**config.mk**
```make
export PLATFORM = sky130hd
export DESIGN_NAME = spart_bus_ctrl_flat
export DESIGN_NICKNAME = d
export VERILOG_FILES = /design/src/rtl/spart_pkg.sv /design/src/rtl/spart_bus_ctrl_if.sv /design/src/rtl/spart_fifo.sv /design/src/rtl/spart_bus_ctrl.sv /design/src/flat_wrapper.sv
export SDC_FILE = /design/constraint.sdc
export NUM_CORES = 1
export LEC_CHECK = 0
export ABC_AREA = 1
export ABC_CLOCK_PERIOD_IN_PS = 5600
export BUFFER_PORTS_ARGS = -buffer_cell sky130_fd_sc_hd__buf_2
export CAP_MARGIN = 20
export CELL_PAD_IN_SITES_DETAIL_PLACEMENT = 1
export CELL_PAD_IN_SITES_GLOBAL_PLACEMENT = 2
export CORE_ASPECT_RATIO = 0.8
export CORE_MARGIN = 2
export CORE_UTILIZATION = 40
export CTS_CLUSTER_SIZE = 20
export DETAILED_ROUTE_END_ITERATION = 6
export HOLD_SLACK_MARGIN = 0.1
export PLACE_DENSITY_LB_ADDON = 0.1
export RECOVER_POWER = 25
export SLEW_MARGIN = 20
export SYNTH_ARGS = -nofsm -noshare
export SYNTH_HDL_FRONTEND = slang
export SYNTH_SLANG_ARGS = --single-unit
```
**constraint.sdc**
```tcl
create_clock -name clk -period 5.6 [get_ports clk]
set_input_delay 0.28 -clock clk [delete_from_list [all_inputs] [get_ports clk]]
set_output_delay 0.28 -clock clk [all_outputs]
set_load 0.02 [all_outputs]
```
**src/rtl/spart_pkg.sv**
```systemverilog
// Shared definitions for the SPART bus controller: register map, status bit
// positions and the transmit FSM encoding.
package spart_pkg;

  localparam logic [1:0] ADDR_DATA   = 2'b00;
  localparam logic [1:0] ADDR_STATUS = 2'b01;
  localparam logic [1:0] ADDR_DIV_LO = 2'b10;
  localparam logic [1:0] ADDR_DIV_HI = 2'b11;

  localparam int unsigned STATUS_W        = 4;
  localparam int unsigned ST_TX_NOT_FULL  = 0;
  localparam int unsigned ST_RX_NOT_EMPTY = 1;
  localparam int unsigned ST_RX_OVERRUN   = 2;
  localparam int unsigned ST_TX_EMPTY     = 3;

  typedef enum logic [1:0] {
    TX_IDLE   = 2'd0,
    TX_LAUNCH = 2'd1,
    TX_WAIT   = 2'd2
  } tx_state_e;

endpackage

```
**src/rtl/spart_bus_ctrl_if.sv**
```systemverilog
// Processor-side register bus of the SPART: chip select, direction, address
// and the two data paths.
interface spart_bus_ctrl_if #(
  parameter int unsigned DATA_W = 8
) ();

  logic              iocs;
  logic              iorw;
  logic [1:0]        ioaddr;
  logic [DATA_W-1:0] databus_in;
  logic [DATA_W-1:0] databus_out;

  modport master (
    output iocs, iorw, ioaddr, databus_in,
    input  databus_out
  );

  modport slave (
    input  iocs, iorw, ioaddr, databus_in,
    output databus_out
  );

endinterface

```
**src/rtl/spart_fifo.sv**
```systemverilog
// Power-of-two synchronous FIFO with a combinational head; a push into a full
// FIFO is accepted only when a pop happens in the same cycle.
module spart_fifo #(
  parameter int unsigned DATA_W     = 8,
  parameter int unsigned FIFO_DEPTH = 4
) (
  input  logic              clk,
  input  logic              rst_n,
  input  logic              push,
  input  logic              pop,
  input  logic [DATA_W-1:0] din,
  output logic [DATA_W-1:0] head,
  output logic              full,
  output logic              empty
);

  localparam int unsigned PTR_W = $clog2(FIFO_DEPTH);
  localparam int unsigned CNT_W = PTR_W + 1;

  logic [DATA_W-1:0] mem [FIFO_DEPTH];
  logic [PTR_W-1:0]  wr_ptr;
  logic [PTR_W-1:0]  rd_ptr;
  logic [CNT_W-1:0]  count;
  logic              pop_ok;
  logic              push_ok;

  assign empty   = (count == '0);
  assign full    = (count == CNT_W'(FIFO_DEPTH));
  assign pop_ok  = pop && !empty;
  assign push_ok = push && (!full || pop_ok);
  assign head    = mem[rd_ptr];

  // Pointers wrap naturally because the depth is a power of two.
  always_ff @(posedge clk or negedge rst_n) begin
    if (!rst_n) begin
      wr_ptr <= '0;
      rd_ptr <= '0;
      count  <= '0;
    end else begin
      if (push_ok) wr_ptr <= wr_ptr + PTR_W'(1);
      if (pop_ok)  rd_ptr <= rd_ptr + PTR_W'(1);
      count <= count + CNT_W'(push_ok) - CNT_W'(pop_ok);
    end
  end

  always_ff @(posedge clk) begin
    if (push_ok) mem[wr_ptr] <= din;
  end

endmodule

```
**src/rtl/spart_bus_ctrl.sv**
```systemverilog
// SPART bus controller: register decode, RX/TX FIFOs, baud divisor registers
// and the transmit launch FSM.
module spart_bus_ctrl
  import spart_pkg::*;
#(
  parameter int unsigned         DATA_W     = 8,
  parameter int unsigned         FIFO_DEPTH = 4,
  parameter logic [2*DATA_W-1:0] DIV_RESET  = '0
) (
  input  logic                  clk,
  input  logic                  rst_n,
  spart_bus_ctrl_if.slave       bus,
  input  logic                  rx_valid,
  input  logic [DATA_W-1:0]     rx_data,
  input  logic                  tx_ready,
  output logic                  tx_start,
  output logic [DATA_W-1:0]     tx_data,
  output logic [2*DATA_W-1:0]   divisor_out,
  output logic                  divisor_wr
);

  logic              wr_c;
  logic              rd_c;
  logic              rx_pop;
  logic              tx_push;
  logic              tx_pop;
  logic              overrun_set;
  logic              rx_full;
  logic              rx_empty;
  logic              tx_full;
  logic              tx_empty_fifo;
  logic [DATA_W-1:0] rx_head;
  logic [DATA_W-1:0] tx_head;
  logic [DATA_W-1:0] rd_data;
  logic [DATA_W-1:0] staging;
  logic [STATUS_W-1:0] status;
  logic              rx_overrun;
  tx_state_e         state;

  assign wr_c        = bus.iocs && !bus.iorw;
  assign rd_c        = bus.iocs &&  bus.iorw;
  assign rx_pop      = rd_c && (bus.ioaddr == ADDR_DATA) && !rx_empty;
  assign tx_push     = wr_c && (bus.ioaddr == ADDR_DATA);
  assign tx_pop      = (state == TX_IDLE) && !tx_empty_fifo && tx_ready;
  assign overrun_set = rx_valid && rx_full && !rx_pop;

  spart_fifo #(.DATA_W(DATA_W), .FIFO_DEPTH(FIFO_DEPTH)) u_rx_fifo (
    .clk   (clk),
    .rst_n (rst_n),
    .push  (rx_valid),
    .pop   (rx_pop),
    .din   (rx_data),
    .head  (rx_head),
    .full  (rx_full),
    .empty (rx_empty)
  );

  spart_fifo #(.DATA_W(DATA_W), .FIFO_DEPTH(FIFO_DEPTH)) u_tx_fifo (
    .clk   (clk),
    .rst_n (rst_n),
    .push  (tx_push),
    .pop   (tx_pop),
    .din   (bus.databus_in),
    .head  (tx_head),
    .full  (tx_full),
    .empty (tx_empty_fifo)
  );

  always_comb begin
    status                  = '0;
    status[ST_TX_NOT_FULL]  = !tx_full;
    status[ST_RX_NOT_EMPTY] = !rx_empty;
    status[ST_RX_OVERRUN]   = rx_overrun;
    status[ST_TX_EMPTY]     = tx_empty_fifo && (state == TX_IDLE);
  end

  // Read mux; divisor addresses read back as zero.
  always_comb begin
    rd_data = '0;
    if (rd_c) begin
      case (bus.ioaddr)
        ADDR_DATA:   rd_data = rx_empty ? '0 : rx_head;
        ADDR_STATUS: rd_data = DATA_W'(status);
        default:     rd_data = '0;
      endcase
    end
  end

  assign bus.databus_out = rd_data;

  always_ff @(posedge clk or negedge rst_n) begin
    if (!rst_n) begin
      rx_overrun  <= 1'b0;
      staging     <= '0;
      divisor_out <= DIV_RESET;
      divisor_wr  <= 1'b0;
    end else begin
      divisor_wr <= 1'b0;
      if (overrun_set) begin
        rx_overrun <= 1'b1;
      end else if (wr_c && (bus.ioaddr == ADDR_STATUS)) begin
        rx_overrun <= 1'b0;
      end
      if (wr_c && (bus.ioaddr == ADDR_DIV_LO)) begin
        staging <= bus.databus_in;
      end
      if (wr_c && (bus.ioaddr == ADDR_DIV_HI)) begin
        divisor_out <= {bus.databus_in, staging};
        divisor_wr  <= 1'b1;
      end
    end
  end

  // WAIT ignores tx_ready while the strobe is still high, since the
  // transmitter only drops tx_ready in the cycle after it samples tx_start.
  always_ff @(posedge clk or negedge rst_n) begin
    if (!rst_n) begin
      state    <= TX_IDLE;
      tx_start <= 1'b0;
      tx_data  <= '0;
    end else begin
      tx_start <= 1'b0;
      case (state)
        TX_IDLE: begin
          if (tx_pop) begin
            tx_data <= tx_head;
            state   <= TX_LAUNCH;
          end
        end
        TX_LAUNCH: begin
          tx_start <= 1'b1;
          state    <= TX_WAIT;
        end
        TX_WAIT: begin
          if (tx_ready && !tx_start) state <= TX_IDLE;
        end
        default: state <= TX_IDLE;
      endcase
    end
  end

endmodule

```
**src/flat_wrapper.sv**
```systemverilog
// flat-port wrapper written by rule: the top's interface ports become plain ports
module spart_bus_ctrl_flat import spart_pkg::*;
#(
  parameter int unsigned         DATA_W     = 8,
  parameter int unsigned         FIFO_DEPTH = 4,
  parameter logic [2*DATA_W-1:0] DIV_RESET  = '0
)
  (clk, rst_n, rx_valid, rx_data, tx_ready, tx_start, tx_data, divisor_out, divisor_wr, bus_iocs, bus_iorw, bus_ioaddr, bus_databus_in, bus_databus_out);
  spart_bus_ctrl_if #(.DATA_W(DATA_W)) bus_i ();
  input  logic clk;
  input  logic rst_n;
  input  logic rx_valid;
  input  logic [DATA_W-1:0] rx_data;
  input  logic tx_ready;
  output logic tx_start;
  output logic [DATA_W-1:0] tx_data;
  output logic [2*DATA_W-1:0] divisor_out;
  output logic divisor_wr;
  input wire logic [$bits(bus_i.iocs)-1:0] bus_iocs;
  input wire logic [$bits(bus_i.iorw)-1:0] bus_iorw;
  input wire logic [$bits(bus_i.ioaddr)-1:0] bus_ioaddr;
  input wire logic [$bits(bus_i.databus_in)-1:0] bus_databus_in;
  output wire logic [$bits(bus_i.databus_out)-1:0] bus_databus_out;
  assign bus_i.iocs = bus_iocs;
  assign bus_i.iorw = bus_iorw;
  assign bus_i.ioaddr = bus_ioaddr;
  assign bus_i.databus_in = bus_databus_in;
  assign bus_databus_out = bus_i.databus_out;
  spart_bus_ctrl #(.DATA_W(DATA_W), .FIFO_DEPTH(FIFO_DEPTH), .DIV_RESET(DIV_RESET)) u_core (.clk(clk), .rst_n(rst_n), .bus(bus_i), .rx_valid(rx_valid), .rx_data(rx_data), .tx_ready(tx_ready), .tx_start(tx_start), .tx_data(tx_data), .divisor_out(divisor_out), .divisor_wr(divisor_wr));
endmodule
```
==> results of run 1 <==
==> critical path: cells and delay by family, from the launching register on <==
kind          cells  cell delay [ns]
flops             1             0.82
buf+inv           2             0.63
simple gates      5             0.49
==> per-layer routing <==
layer / track usage / vias to the layer above / wire length (um)
met5: 0 / - / 0
li1: - / 1710 / -
met4: 0.04969 / 0 / 81
met1: 0.2556 / 1627 / 5583
met3: 0.05630 / 8 / 389
met2: 0.2593 / 50 / 4837
==> cells by family after synthesis <==
group	count (synthesis)	share of synthesized area
adder cells (fa/ha/maj)	14	0.03822
AND/OR/NAND/NOR	248	0.2062
XOR/XNOR	5	0.008802
AO/OA/AOI/OAI	30	0.03068
flip-flops	115	0.6427
buffers and inverters	86	0.07342
==> per-stage QoR <==
step	power (W)	std cells	hold WS [ns]
floorplan	0.001813	498	-0.01559
global placement	0.002009	694	0.4424
detailed placement	0.002051	694	0.4435
CTS	0.003081	736	0.1074
global route	0.003254	736	0.1817
finish	0.003031	736	0.1654
==> worst paths after layout <==
check	from	end	slack [ns]	cells past startpoint
min in group asynchronous	rst_n	u_core.state[1]$_DFFE_PN0P_	0.52	3
max	u_core.u_rx_fifo.rd_ptr[0]$_DFFE_PN0N_	bus_databus_out[2]	2.98	7
min reg2reg	u_core.tx_data[1]$_DFFE_PN0P_	u_core.tx_data[1]$_DFFE_PN0P_	0.47	2
max reg2reg	u_core.state[1]$_DFFE_PN0P_	u_core.u_tx_fifo.count[2]$_DFF_PN0_	3.09	9
min	rx_valid	u_core.u_rx_fifo.wr_ptr[0]$_DFFE_PN0P_	0.17	3
max in group asynchronous	rst_n	u_core.divisor_out[4]$_DFFE_PN0P_	4.64	3
==> placed cells by master, fill, tap and decap left out, types with 2 or more instances in the layout <==
master         instances
nand2_1              165
inv_1                 67
edfxtp_1              64
dfrtp_1               51
buf_2                 41
nor2_1                36
nand3_1               27
clkbuf_16             19
clkbuf_1              17
o21ai_1               16
ha_1                  12
or2_2                 10
dlygate4sd3_1         10
o21ai_0                8
a21oi_1                5
inv_4                  4
clkinv_2               4
nand2_2                3
inv_2                  3
xnor2_1                3
clkinvlp_4             3
nor2_2                 2
xor2_1                 2
nand3_2                2
fa_1                   2
==> synthesized netlist by cell type <==
master	instances	share of area
o21ai_1	16	0.016
buf_2	8	0.0080
nor2_4	1	0.0023
or2_1	1	0.0013
buf_6	2	0.0045
nand2_1	165	0.12
o21ai_0	8	0.0080
o211ai_1	1	0.0015
nor2_1	36	0.027
xor2_1	2	0.0035
clkinv_1	1	0.00075
inv_4	1	0.0013
inv_2	3	0.0023
buf_4	4	0.0060
a21oi_1	5	0.0050
fa_1	2	0.0080
nor3_1	1	0.0010
or2_2	10	0.013
ha_1	12	0.030
nand3_2	2	0.0040
inv_1	67	0.051
xnor2_1	3	0.0053
nor2_2	2	0.0025
nand3_1	27	0.027
edfxtp_1	64	0.39
nand2_2	3	0.0038
dfrtp_1	51	0.26
==> final cells by class <==
type                       instances  area share
multi-input combinational        297      0.2351
clock buffer                      21     0.08203
sequential                       115      0.5322
clock inverter                    11     0.01166
timing repair buffer              68     0.06204
tap                              152     0.03165
inverter                          72     0.04539
==> flip-flops by register name (all words and copies together), names as in the netlist, 2 cells and up <==
| register | count |
|---|---|
| u_core.divisor_out | 16 |
| u_core.staging | 8 |
| u_core.state | 2 |
| u_core.tx_data | 8 |
| u_core.u_rx_fifo.count | 3 |
| u_core.u_rx_fifo.mem | 32 |
| u_core.u_rx_fifo.rd_ptr | 2 |
| u_core.u_rx_fifo.wr_ptr | 2 |
| u_core.u_tx_fifo.count | 3 |
| u_core.u_tx_fifo.mem | 32 |
| u_core.u_tx_fifo.rd_ptr | 2 |
| u_core.u_tx_fifo.wr_ptr | 2 |
==> power groups by stage <==
stage	clock network, W	logic, W	registers, W
2_1_floorplan	0	0.000571	0.00124
3_3_place_gp	0	0.000753	0.00126
3_5_place_dp	0	0.000788	0.00126
4_1_cts	0.00103	0.000799	0.00125
5_1_grt	0.00107	0.000910	0.00128
6_report	0.00101	0.000776	0.00125
==> run metrics, run 1 <==
status=complete, no violations; sequential cell area=3198 sq um; Seq/Total Area, Yosys=0.6427; Final ANT Viol Nets=0; post-layout util=0.4941; Mapped Cells=498; # setup viols final=0; Seq pwr share=0.411; Core Area=12160 sq um; Tmin final=2.624 ns; nets=609; Global Route Usage Sum=0.1776; post-cts resize count=0; Post-Syn Area per Cell=9.992 sq um; worst path required time=5.32 ns; CTS tree=yes; unrepaired setup endpoints after global routing=no; vias in the first global route=3604; Routability Congestion=0.7592; CP max FO=22; WP data arrival=2.34 ns; Clock Tree Root=clkbuf_16; clock power share=0.333; area occupied by multi-input gates=1413 sq um; startpoint types=register; Die Ht=103.8 um; Comb pwr share=0.256; CP max stage cell=dfrtp_1; critical path capture point type=primary output; Synth Register Bits=115; Worst Max-Slew Pin Slew=0.8565 ns; Initial Util=0.4092; synthesis-to-layout area growth=20.77%; max-slew violations=0; critical path class=reg2out; Slew HR=0.4269; die area=13350 sq um; Hold-fix buffers, CTS=10; Worst Hold Class=in2reg; setup ws final=2.976 ns; switching power=0.001046 W; Fin. Hold Viols=0; clk buf depth=2; Synthesis Warnings=0; VDD IR max=0.0002390 V; max_cap viols=0; Leakage=2.877 nW; Unique masters post-synth=27; final wirelength=10890 um; DRC marker count from the first detailed-route iteration=159; Net Count, Synth=536; Int Pwr=0.001986 W; drt first pass iters=4; pre-CTS WS=3.047 ns; Reg clk slew, reported paths=0.05 ns; CTS sink count=115; GR Overflow Total=0; hpwl dp=7463 um; worst skew pair latency=0.41 ns; share of cells above drive strength 1=0.1627; final std cell area, no fill=6010 sq um; # fillers=1387; placed cell areas=5366 sq um; pwr dens=504.4 nW/um^2; Rows=36; synthesized cell area=4976 sq um; setup bufs post-CTS=0; CP dominant cell by count=nand2_1; worst stage delay on the critical path=0.82 ns; Routed WL per cell=14.80 um; initial antenna violation count=0; ant diodes=0; Cell Chain, Critical Path=inv_1 > nand2_1 > nand3_1 > nand2_1 > nand2_1 > nand2_1 > buf_2; switching share of power=0.3449; drc violations=0; Vias/cell=4.613; PortBufs=57; post-route setup TNS=0 ns; CTS Buf Count=17; die span in x=128.7 um; Max Clock Skew=0.01153 ns; I/O pins=58; final worst path period share=0.4685; largest net degree at the start of global routing=52; H-Tree Depth=4; global-route wire length before repair=18130 um; total number of vias=3395; fmax=381.1 MHz
No activity file was read; power rests on OpenSTA's default activity.
==> run 2: changes to the inputs <==
--- a/config.mk
+++ b/config.mk
@@ -6,14 +6,14 @@
 export NUM_CORES = 1
 export LEC_CHECK = 0
 export ABC_AREA = 1
-export ABC_CLOCK_PERIOD_IN_PS = 5600
+export ABC_CLOCK_PERIOD_IN_PS = 2600
 export BUFFER_PORTS_ARGS = -buffer_cell sky130_fd_sc_hd__buf_2
 export CAP_MARGIN = 20
 export CELL_PAD_IN_SITES_DETAIL_PLACEMENT = 1
 export CELL_PAD_IN_SITES_GLOBAL_PLACEMENT = 2
 export CORE_ASPECT_RATIO = 0.8
 export CORE_MARGIN = 2
-export CORE_UTILIZATION = 40
+export CORE_UTILIZATION = 37
 export CTS_CLUSTER_SIZE = 20
 export DETAILED_ROUTE_END_ITERATION = 6
 export HOLD_SLACK_MARGIN = 0.1
==> constraint.sdc (replaced) <==
create_clock -name clk -period 2.6 [get_ports clk]
set_input_delay 0.13 -clock clk [delete_from_list [all_inputs] [get_ports clk]]
set_output_delay 0.13 -clock clk [all_outputs]
set_load 0.02 [all_outputs]
==> run metrics, run 2 (synthesis gave the netlist of run 1 again) <==
VDD IR max=0.0005251 V (+120%); most common cell after layout, fill and taps aside=nand2_1; Buf/Inv on CP=3 (+1); CP max FO=7 (-68%); hpwl dp=7592 um (+1.7%); Cell Chain, Critical Path=inv_1 > nand2_1 > nor2_1 > nand2_1 > nand2_2 > ha_1 > inv_1 > ha_1 > inv_1 > fa_1 > xnor2_1 > xor2_1; Vias/cell=4.504 (-2.3%); pwr dens=1051 nW/um^2 (+110%); max-slew violations=0 (unchanged); die area=14400 sq um (+7.8%); nets=631 (+3.6%); I/O pins=58 (unchanged); reg2reg path depth=12 (+3); Worst Hold Class=in2reg; Routability Congestion=0.7966 (+4.9%); CP dominant cell by count=inv_1; global-route wire length before repair=18730 um (+3.3%); post-route setup TNS=0 ns (unchanged); Fin. Hold Viols=0 (unchanged); Hold WS=0.1277 ns (-0.03773 ns); setup ws final=0.3465 ns (-2.630 ns); Global Route Usage Sum=0.1739 (-0.003754); worst stage delay on the critical path=0.41 ns (-0.41 ns); Max Clock Skew=0.007741 ns (-0.003785 ns); startpoint types=register; GR Overflow Total=0 (unchanged); Slew HR=0.5183 (+0.09141); critical path capture point type=register; critical path class=reg2reg; hold depth=4 (+1); initial antenna violation count=0 (unchanged); share of cells above drive strength 1=0.1749 (+0.01225); DRC marker count from the first detailed-route iteration=159 (unchanged); clk buf depth=2 (unchanged); worst skew pair latency=0.42 ns (about the same); CP max stage cell=fa_1; most frequent cells in the layout=nand2_1 (165), inv_1 (67), edfxtp_1 (64); final wirelength=11130 um (+2.2%); Clock Tree Root=clkbuf_16; CP delay by family, top=adder cells; RR Endpoint=u_core.u_rx_fifo.count[2]$_DFF_PN0_; H-Tree Depth=4 (unchanged); fmax=443.7 MHz; worst reg2reg path startpoint=u_core.u_rx_fifo.count[1]$_DFF_PN0_; vias in the first global route=3696 (+2.6%); Initial Util=0.3825 (-0.02664); largest net degree at the start of global routing=31 (-40%); unrepaired setup endpoints after global routing=no; # setup viols final=0 (unchanged); Die Ht=107.7 um (+3.8%); Worst Hold End=u_core.rx_overrun$_DFFE_PN0P_; Rows=37 (+2.8%); PnR Total Power=0.006529 W (+120%); Largest regs=u_core.u_rx_fifo.mem x32, u_core.u_tx_fifo.mem x32, u_core.divisor_out x16; post-cts resize count=0 (unchanged); Reg clk slew, reported paths=0.05 ns (about the same); die span in x=133.7 um (+3.9%); Worst Hold Launch=bus_ioaddr[0]; max_cap viols=0 (unchanged); Tmin final=2.254 ns; pre-CTS WS=0.3557 ns (-2.691 ns); drc violations=0 (unchanged); CTS tree=yes; PortBufs=57 (unchanged); CTS Buf Count=17 (unchanged); CTS sink count=115 (unchanged); total number of vias=3518 (+3.6%); ant diodes=0 (unchanged); Final ANT Viol Nets=0 (unchanged); drt first pass iters=4 (unchanged); Leakage=2.961 nW (+2.9%); Routed WL per cell=14.25 um (-3.7%); final worst path period share=0.8667; setup bufs post-CTS=0 (unchanged); r2r setup slk=0.35 ns (-2.74 ns); worst path required time=2.94 ns (-2.38 ns); status=complete, no violations; Worst Max-Slew Pin Slew=0.7225 ns (-0.1340 ns); WP data arrival=2.60 ns (+0.26 ns); synthesis-to-layout area growth=24.79%; Core Area=13010 sq um (+7.0%)
[run 2: cell type report]
type / instances / area, sq um
clock buffers: 19 / 432.9
clock inverters: 13 / 113.9
fillers: 1507 / 6799
inverters: 72 / 272.8
multi-input cells: 297 / 1413
flip-flops and latches: 115 / 3198
well taps: 175 / 219.0
repair buffers: 90 / 560.5
[run 2: power by group]
part	switching [W]	total (W)	leakage, nW	internal [W]
clock	0.000817	0.00212	0.256	0.00130
combinational	0.00117	0.00182	1.49	0.000650
sequential	0.000251	0.00259	1.22	0.00233
[run 2: repair_timing]
action,CTS,global route
hold buffers,19,0
hold endpoints to repair,112,0
endpoints found under the setup margin,0,0
[run 2: worst max path at each step]
stage                                                   start                             endpoint  slack, ns  depth (start not counted)
after global routing      u_core.u_rx_fifo.count[1]$_DFF_PN0_  u_core.u_rx_fifo.count[2]$_DFF_PN0_       0.11                         12
after global placement    u_core.u_rx_fifo.count[1]$_DFF_PN0_  u_core.u_rx_fifo.count[2]$_DFF_PN0_       0.44                         12
after CTS                 u_core.u_rx_fifo.count[1]$_DFF_PN0_  u_core.u_rx_fifo.count[2]$_DFF_PN0_       0.32                         12
after floorplan           u_core.u_rx_fifo.count[1]$_DFF_PN0_  u_core.u_rx_fifo.count[2]$_DFF_PN0_       0.53                         12
after detailed placement  u_core.u_rx_fifo.count[1]$_DFF_PN0_  u_core.u_rx_fifo.count[2]$_DFF_PN0_       0.36                         12
final                     u_core.u_rx_fifo.count[1]$_DFF_PN0_  u_core.u_rx_fifo.count[2]$_DFF_PN0_       0.35                         12
[run 2: per-stage QoR]
step | cells | util | area (sq um)
2_1_floorplan | 498 | - | 4976
3_3_place_gp | 730 | 0.4222 | 5493
3_5_place_dp | 730 | 0.4222 | 5493
4_1_cts | 781 | 0.4789 | 6230
5_1_grt | 781 | 0.4773 | 6210
6_report | 781 | 0.4773 | 6210
[run 2: metal layers]
metal / vias to the layer above / global-route usage / part of all wire
met1: 1684 / 0.2309 / 0.50
met5: - / 0 / 0
met4: 0 / 0.06915 / 0.012
met2: 66 / 0.2644 / 0.45
met3: 15 / 0.05697 / 0.048
li1: 1753 / - / -
[run 2: worst reg2reg max path, stage by stage, from the launching register on]
cell and delay [ns]:
dfrtp_1 0.39, inv_1 0.10, nand2_1 0.06, nor2_1 0.13, nand2_1 0.12, nand2_2 0.16
ha_1 0.25, inv_1 0.06, ha_1 0.13, inv_1 0.05, fa_1 0.41, xnor2_1 0.18
xor2_1 0.15
